$ cat src/rtl/fir_coeff_ctrl.sv
// fir_coeff_ctrl: shadow coefficient bank behind a 4-phase strobe/ack port,
// streamed into the FIR coefficient RAM once per armed frame start.
module fir_coeff_ctrl #(
    parameter int                 NUM_COEFF   = 32,
    parameter int                 COEFF_W     = 16,
    parameter int                 CENTER_TAP  = 16,
    parameter logic [COEFF_W-1:0] UNITY       = 16'h0400,
    parameter logic [15:0]        COMMIT_ADDR = 16'hFFFF,
    parameter logic [15:0]        STATUS_ADDR = 16'hFFFE
) (
    input  logic               clk,
    input  logic               rst,
    input  logic               axi_wr_strobe_i,
    input  logic               axi_rd_strobe_i,
    input  logic [15:0]        fir_addr_from_axi,
    input  logic [15:0]        fir_coeff_from_axi,
    output logic               axi_wr_ack_o,
    output logic               axi_rd_ack_o,
    output logic [15:0]        rd_data_o,
    input  logic               vs_i,
    output logic               coeff_we_o,
    output logic [7:0]         coeff_addr_o,
    output logic [COEFF_W-1:0] coeff_data_o,
    output logic               busy_o,
    output logic               update_done_o
);

    localparam int IW = (NUM_COEFF > 1) ? $clog2(NUM_COEFF) : 1;
    localparam logic [7:0] LAST = 8'(NUM_COEFF - 1);

    typedef enum logic [1:0] {IDLE, WAIT_VS, LOAD, DONE} state_t;

    state_t             state;
    logic [7:0]         idx;
    logic [7:0]         nidx;
    logic               pending;
    logic               wr_s1, wr_s, rd_s1, rd_s, vs_d;
    logic [COEFF_W-1:0] shadow [NUM_COEFF];

    logic               addr_hit;
    logic [IW-1:0]      aidx;
    logic [COEFF_W-1:0] wdata;
    logic               wr_fire;
    logic               wr_coeff;
    logic               wr_commit;
    logic               vs_rise;
    logic [COEFF_W-1:0] first_coeff;
    logic [15:0]        rd_next;

    assign addr_hit  = fir_addr_from_axi < 16'(NUM_COEFF);
    assign aidx      = fir_addr_from_axi[IW-1:0];
    assign wdata     = fir_coeff_from_axi[COEFF_W-1:0];
    assign wr_fire   = wr_s & ~axi_wr_ack_o & (state != LOAD);
    assign wr_coeff  = wr_fire & addr_hit;
    assign wr_commit = wr_fire & (fir_addr_from_axi == COMMIT_ADDR);
    assign vs_rise   = vs_i & ~vs_d;
    assign nidx      = idx + 8'd1;

    // A write to entry 0 on the LOAD entry edge is forwarded so the
    // streamed set is the same snapshot as the rest of the bank.
    assign first_coeff = (wr_coeff && aidx == '0) ? wdata : shadow[0];

    always_comb begin
        rd_next = '0;
        if (addr_hit)
            rd_next = 16'(shadow[aidx]);
        else if (fir_addr_from_axi == STATUS_ADDR)
            rd_next = {14'b0, busy_o, pending};
    end

    always_ff @(posedge clk or posedge rst) begin
        if (rst) begin
            wr_s1        <= 1'b0;
            wr_s         <= 1'b0;
            rd_s1        <= 1'b0;
            rd_s         <= 1'b0;
            vs_d         <= 1'b0;
            axi_wr_ack_o <= 1'b0;
            axi_rd_ack_o <= 1'b0;
            rd_data_o    <= '0;
            for (int i = 0; i < NUM_COEFF; i++)
                shadow[i] <= (i == CENTER_TAP) ? UNITY : '0;
        end else begin
            wr_s1 <= axi_wr_strobe_i;
            wr_s  <= wr_s1;
            rd_s1 <= axi_rd_strobe_i;
            rd_s  <= rd_s1;
            vs_d  <= vs_i;
            if (wr_fire) begin
                axi_wr_ack_o <= 1'b1;
                if (wr_coeff)
                    shadow[aidx] <= wdata;
            end else if (!wr_s) begin
                axi_wr_ack_o <= 1'b0;
            end
            if (rd_s && !axi_rd_ack_o) begin
                axi_rd_ack_o <= 1'b1;
                rd_data_o    <= rd_next;
            end else if (!rd_s) begin
                axi_rd_ack_o <= 1'b0;
            end
        end
    end

    always_ff @(posedge clk or posedge rst) begin
        if (rst) begin
            state         <= WAIT_VS;
            pending       <= 1'b1;
            idx           <= '0;
            coeff_we_o    <= 1'b0;
            coeff_addr_o  <= '0;
            coeff_data_o  <= '0;
            busy_o        <= 1'b0;
            update_done_o <= 1'b0;
        end else begin
            update_done_o <= 1'b0;
            if (wr_commit)
                pending <= 1'b1;
            unique case (state)
                IDLE: begin
                    if (pending)
                        state <= WAIT_VS;
                end
                WAIT_VS: begin
                    if (vs_rise) begin
                        state        <= LOAD;
                        idx          <= '0;
                        coeff_we_o   <= 1'b1;
                        coeff_addr_o <= '0;
                        coeff_data_o <= first_coeff;
                        busy_o       <= 1'b1;
                        if (!wr_commit)
                            pending <= 1'b0;
                    end
                end
                LOAD: begin
                    if (idx == LAST) begin
                        state         <= DONE;
                        coeff_we_o    <= 1'b0;
                        busy_o        <= 1'b0;
                        update_done_o <= 1'b1;
                    end else begin
                        idx          <= nidx;
                        coeff_addr_o <= nidx;
                        coeff_data_o <= shadow[nidx[IW-1:0]];
                    end
                end
                DONE: begin
                    state <= IDLE;
                end
                default: begin
                    state <= IDLE;
                end
            endcase
        end
    end

endmodule

$ cat config.mk
export PLATFORM = sky130hd
export DESIGN_NAME = fir_coeff_ctrl
export DESIGN_NICKNAME = d
export VERILOG_FILES = /design/src/rtl/fir_coeff_ctrl.sv
export SDC_FILE = /design/constraint.sdc
export NUM_CORES = 1
export LEC_CHECK = 0
export BUFFER_PORTS_ARGS = -buffer_cell sky130_fd_sc_hd__buf_2
export CAP_MARGIN = 20
export CORE_MARGIN = 1.5
export CORE_UTILIZATION = 55
export DETAILED_ROUTE_END_ITERATION = 6
export HOLD_SLACK_MARGIN = 0.06
export PLACE_DENSITY = 0.73
export SYNTH_ARGS = -nofsm -noshare
export SYNTH_HDL_FRONTEND = slang
export SYNTH_SLANG_ARGS = --single-unit
$ cat constraint.sdc
create_clock -name clk -period 31.6 [get_ports clk]
set_input_delay 4.74 -clock clk [delete_from_list [all_inputs] [get_ports clk]]
set_output_delay 4.74 -clock clk [all_outputs]
set_load 0.01 [all_outputs]
==> out/results.txt, run 1 <==
Mapped Area = 0.02929 mm^2
Root buffer cell = clkbuf_16
Vias per cell = 7.247
Via count = 19500
Commonest non-fill, non-tap cell in the layout = dfrtp_1
Final hold violation count = 0
Ranking of synthesized cells by area = dfrtp_1 (48%), mux2_2 (20%), mux4_2 (19%)
Cells after Synth = 1945
Area Overhead vs Synth = 10.31%
Top delay family on crit path = buffers and inverters
Hold/Removal Path Class = reg -> reg
Worst skew pair latency = 640 ps
Yosys reg bits = 564
DRT Pass-1 Iters = 7
Post-DP Area = 0.03023 mm^2
Worst Skew = 20.05 ps
RSZ-0062 raised after global routing = false
Synth area leader = dfrtp_1
Most frequent cells in the layout = dfrtp_1 (560), mux2_2 (510), mux4_2 (253)
Largest net degree at the start of global routing = 126
Detailed Route WL = 89320 um
Max-slew headroom = 0.2046
Reg-to-reg endpoint = coeff_data_o[9]
R2R Setup Slk = 27210 ps
Pins Over Slew Limit = 0
Initial Utilization = 0.5573
Synthesis warning total = 0
Syn nets = 1986
Required @ worst endpoint = 32120 ps
LEAKAGE = 14.76 nW
Fmax = 0.1324 GHz
ANT nets after route = 0
Sequential Power Share = 0.419
Worst vdd ir = 0.06385 mV
Psw = 568.7 uW
CTS Buffer Depth = 3
# nets final = 2000
Sink Count = 564
Post-DP HPWL = 54440 um
Crit-path slowest cell = buf_4
Buf/Inv on CP = 3
Post-synthesis async set-or-reset flop share = 1.000
Worst hold start = wr_s1
Worst path cell trace = buf_6 > buf_4 > nand4_2 > nor2_2 > buf_4 > mux2_2
Fillers = 3872
Netlist cell types = 61
Internal power = 1.260 mW
Maxcap violations = 0
Ant. Diodes = 0
Pwr/cell area = 56.60 mW/mm^2
CP Data Arrival Time = 8070 ps
Cts repair resizes = 0
Total grt overflow = 0
Worst slew pin tran = 1193 ps
Worst r2r path cells = 7
First DRT Iteration DRCs = 2094
Vias in the first global route = 19740
Worst path max stage delay = 780 ps
CP dominant cell by count = buf_4
Clock Power Share = 0.378
Failing checks = design-rule violations
WHS Path Cells = 0
Residual DRC = 2
Die Y = 233.8 um
Endpoints failing setup = 0
Element type at the critical path end = flip-flop
Tmin final = 7556 ps
First-pass GRT wire length = 132600 um
DR WL/cell = 33.20 um
Post-synth top flop = dfrtp_1
Row Count = 84
WHS Endpoint = wr_s
Die footprint = 0.05464 mm^2
Tcrit/Tclk final = 0.2391
Top cell type's share of synthesized area = 0.4794
Initial antenna violation count = 0
CTS Hold Buffers Added = 0
Share of cells above drive strength 1 = 0.5215
Die Span X = 233.8 um
Fin area = 0.03231 mm^2
Ports = 82
Gate power share = 0.203
RR Startpoint = idx[0]
Final Wtd Congestion = 0.8720
Setup TNS = 0 ps
Tot GR Track Use = 0.3355
Htree depth = 2
Clk slew on worst S/H paths = 60 ps
CP max FO = 46
Core ar. = 0.05255 mm^2
I/O Buffers = 81
Switching Fraction = 0.3110
Clock buffer count from CTS = 58
Status = complete, but fails checks
Post-synth EDFFs = 0
Syn Area/Cell = 15.06 um^2
CTS tree = done
Post-CTS setup buffer count = 0
WS Path Type = in -> reg
Post-synthesis sequential area ratio = 0.4821
Crit path launch type = input port
==> stage by stage <==
step                hold slack (ps)  instances  total power [mW]  setup slack [ps]    util
floorplan                     331.2       1945             1.021             11090       -
global placement              340.7       2575             1.140             23390  0.5732
detailed placement            337.2       2579             1.145             23350  0.5752
CTS                           350.9       2682             1.831             23970  0.6113
global route                  364.2       2690             1.883             23900  0.6148
finish                        353.9       2690             1.829             24040  0.6148
==> kinds of logic (layout without fill, tap and decap cells) <==
family	Yosys count	count (layout)	synth area share
muxes	802	802	0.4041
DFF	564	564	0.4821
buffers and inverters	194	251	0.03102
AOI/OAI and AO/OA	190	190	0.04614
and+or+nand+nor	183	183	0.03209
xor gates and xnor gates	8	8	0.002906
adders and majority gates	4	4	0.001709
==> state kept, by name (all words and copies together), names as in the netlist, 2 cells and up <==
signal and cells:
rd_data_o 16, idx 8, coeff_data_o 16, shadow 512, state 2
==> final cells by class <==
cell class	count	area, um^2	share of cell area
clock buffer	91	1809	0.05600
clock inverter	12	87.58	0.002711
inverter	11	48.80	0.001510
multi-input combinational	1187	14350	0.4441
sequential	564	14120	0.4371
tap	688	860.8	0.02665
timing repair buffer	137	1032	0.03195
==> synthesized netlist by cell type, types with 16 or more instances <==
cell	count
o22ai_1	56
nor2_1	35
nor2_2	16
buf_2	74
a22o_1	16
nand2_1	62
mux2_2	510
clkbuf_1	83
buf_4	19
dfrtp_1	561
mux4_2	253
mux2i_1	37
a31oi_1	17
o21ai_0	18
==> worst max path at each step <==
stage,from,end,depth (start not counted)
3_3_place_gp,fir_addr_from_axi[4],shadow[182],5
2_1_floorplan,rst,axi_rd_ack_o,1
6_report,fir_addr_from_axi[1],shadow[326],6
3_5_place_dp,fir_addr_from_axi[1],shadow[204],5
4_1_cts,fir_addr_from_axi[1],shadow[197],5
5_1_grt,fir_addr_from_axi[1],shadow[326],6
==> routing by layer <==
layer | vias up | routed length (um) | GRT usage
met5 | - | 0 | 0
met4 | 0 | 4383 | 0.1558
met3 | 260 | 8677 | 0.08123
met2 | 1154 | 41850 | 0.5116
met1 | 10490 | 34400 | 0.4583
li1 | 7592 | - | -
==> power by group through the flow <==
stage                     Clock [mW]  Sequential [mW]  Combinational, mW
after global routing           0.727            0.768              0.389
final                          0.692            0.766              0.371
after floorplan                    0            0.765              0.256
after CTS                      0.697            0.766              0.369
after detailed placement           0            0.778              0.367
after global placement             0            0.778              0.361
(Power assumes the default switching activity.)
==> run 2, diff against run 1 <==
--- a/config.mk
+++ b/config.mk
@@ -11,7 +11,7 @@
 export CORE_UTILIZATION = 55
 export DETAILED_ROUTE_END_ITERATION = 6
 export HOLD_SLACK_MARGIN = 0.06
-export PLACE_DENSITY = 0.73
+export PLACE_DENSITY = 0.75
 export SYNTH_ARGS = -nofsm -noshare
 export SYNTH_HDL_FRONTEND = slang
 export SYNTH_SLANG_ARGS = --single-unit
==> constraint.sdc (replaced) <==
create_clock -name clk -period 6.45 [get_ports clk]
set_input_delay 0.9675 -clock clk [delete_from_list [all_inputs] [get_ports clk]]
set_output_delay 0.9675 -clock clk [all_outputs]
set_load 0.01 [all_outputs]
==> run 2 against run 1 <==
Compared with the run above:
- the flow now finishes without violations
- hold slack gained 6.3 ps
- non-clock buffer count fell by 2
- wire length up 1.2%
- first-iteration DRC count grew 5.5%
- sequential share of layout area grew 0.24 points
==> out/results.txt, run 2 (synthesis gave the netlist of run 1 again) <==
Detailed Route WL = 90410 um (+1.2%)
Max reg flops = 512 (unchanged)
Vias in the first global route = 19740 (-0.025%)
Pre-CTS setup slack = 2208 ps (-21140 ps)
RSZ-0062 raised after global routing = false
Core ar. = 0.05255 mm^2 (unchanged)
CTS Hold Buffers Added = 0 (unchanged)
Fmax = 0.2684 GHz
Root buffer cell = clkbuf_16
Post-DP HPWL = 55020 um (+1.1%)
Required @ worst endpoint = 6980 ps (-25140 ps)
Share of cells above drive strength 1 = 0.5186 (-0.002923)
Final hold violation count = 0 (unchanged)
Ports = 82 (unchanged)
First-pass GRT wire length = 133600 um (+0.71%)
Final Wtd Congestion = 0.8990 (+3.1%)
Post-DP Area = 0.03030 mm^2 (+0.23%)
CP max FO = 39 (-15%)
Vias per cell = 7.327 (+1.1%)
Total grt overflow = 0 (unchanged)
Switching Fraction = 0.3166 (+0.005571)
ANT nets after route = 0 (unchanged)
Endpoints failing setup = 0 (unchanged)
CTS tree = done
Tot GR Track Use = 0.3378 (+0.002349)
Die Y = 233.8 um (unchanged)
Register bank with the most flops = shadow
Most frequent cells in the layout = dfrtp_1 (560), mux2_2 (510), mux4_2 (253)
Sequential Power Share = 0.421 (+0.002)
Commonest non-fill, non-tap cell in the layout = dfrtp_1
CP Data Arrival Time = 4250 ps (-3820 ps)
Worst slew pin tran = 1283 ps (+89.49 ps)
Status = finished clean
Die Span X = 233.8 um (unchanged)
Cts repair resizes = 0 (unchanged)
Clock Power Share = 0.367 (-0.011)
CTS Buffer Depth = 3 (unchanged)
Setup TNS = 0 ps (unchanged)
Crit path launch type = flip-flop
Maxcap violations = 0 (unchanged)
Row Count = 84 (unchanged)
# nets final = 1997 (-0.15%)
First DRT Iteration DRCs = 2210 (+5.5%)
Gate power share = 0.212 (+0.009)
DR WL/cell = 33.69 um (+1.5%)
Via count = 19670 (+0.88%)
Tmin final = 3725 ps
Die footprint = 0.05464 mm^2 (unchanged)
Psw = 2.831 mW (+400%)
Tcrit/Tclk final = 0.5776
I/O Buffers = 81 (unchanged)
DRT Pass-1 Iters = 5 (-2)
Internal power = 6.111 mW (+390%)
Clock buffer count from CTS = 57 (-1.7%)
Area Overhead vs Synth = 9.703%
Htree depth = 2 (unchanged)
Sink Count = 564 (unchanged)
Fillers = 3894 (+0.57%)
Residual DRC = 0 (-2)
Worst skew pair latency = 630 ps (about the same)
Worst Skew = 29.53 ps (+9.486 ps)
Pins Over Slew Limit = 0 (unchanged)
Post-CTS setup buffer count = 0 (unchanged)
Element type at the critical path end = flip-flop
Largest net degree at the start of global routing = 188 (+49%)
Pwr/cell area = 278.3 mW/mm^2 (+390%)
WS Path Type = reg -> reg
Initial Utilization = 0.5573 (unchanged)
LEAKAGE = 14.67 nW (-0.65%)
Clk slew on worst S/H paths = 60 ps (about the same)
Largest regs = shadow (512), coeff_data_o (16), rd_data_o (16)
Worst vdd ir = 0.2950 mV (+360%)
Fin area = 0.03213 mm^2 (-0.55%)
Hold/Removal Path Class = reg -> reg
Max-slew headroom = 0.1429 (-0.06173)
Initial antenna violation count = 6 (+6)
Final setup margin = 2725 ps (-21320 ps)
[run 2: worst paths after layout]
kind                            startpoint                to  slack (ps)  cells past startpoint
worst max-delay path                idx[0]  coeff_data_o[15]        2720                      6
worst min-delay path                 rd_s1              rd_s         360                      0
worst max register to register      idx[0]  coeff_data_o[15]        2720                      6
worst min register to register       rd_s1              rd_s         360                      0
max in group asynchronous              rst            idx[0]        4400                      3
min in group asynchronous              rst       shadow[299]         490                      2
[run 2: critical path: stages, from the launching register on]
cell,delay [ps]
dfrtp_4,940
nand3_1,350
xnor2_2,710
nand3_1,930
o22ai_1,470
a211oi_1,90
a31oi_1,160
[run 2: cell type report]
class                   instances  area, um^2  area share
multi-input cells            1187       14350      0.4466
flip-flops and latches        564       14120      0.4395
clock buffers                  87        1690     0.05262
repair buffers                135       942.2     0.02933
well taps                     688       860.8     0.02679
clock inverters                10       113.9    0.003544
inverters                      11       45.04    0.001402
diodes                          2       5.005   0.0001558
[run 2: metal layers]
| metal | part of all wire | vias to the layer above | global-route usage |
|---|---|---|---|
| met3 | 0.11 | 288 | 0.09424 |
| met2 | 0.46 | 1328 | 0.5111 |
| met5 | 0.00025 | - | 0 |
| li1 | - | 7585 | - |
| met4 | 0.056 | 4 | 0.1697 |
| met1 | 0.38 | 10460 | 0.4512 |
[run 2: per-stage QoR]
stage | util | instances | total power, mW | hold WS (ps)
after floorplan | - | 1945 | 5.002 | 331.2
final | 0.6114 | 2684 | 8.942 | 360.2
after CTS | 0.6108 | 2680 | 8.936 | 365.6
after global placement | 0.5747 | 2578 | 5.663 | 333.6
after detailed placement | 0.5765 | 2583 | 5.693 | 343.3
after global routing | 0.6113 | 2682 | 9.176 | 370.8
[run 2: power by group through the flow]
stage | Clock (mW) | Combinational [mW] | Sequential [mW]
after CTS | 3.30 | 1.87 | 3.77
after detailed placement | 0 | 1.87 | 3.83
after global placement | 0 | 1.84 | 3.82
after global routing | 3.45 | 1.96 | 3.77
final | 3.28 | 1.89 | 3.77
after floorplan | 0 | 1.25 | 3.75
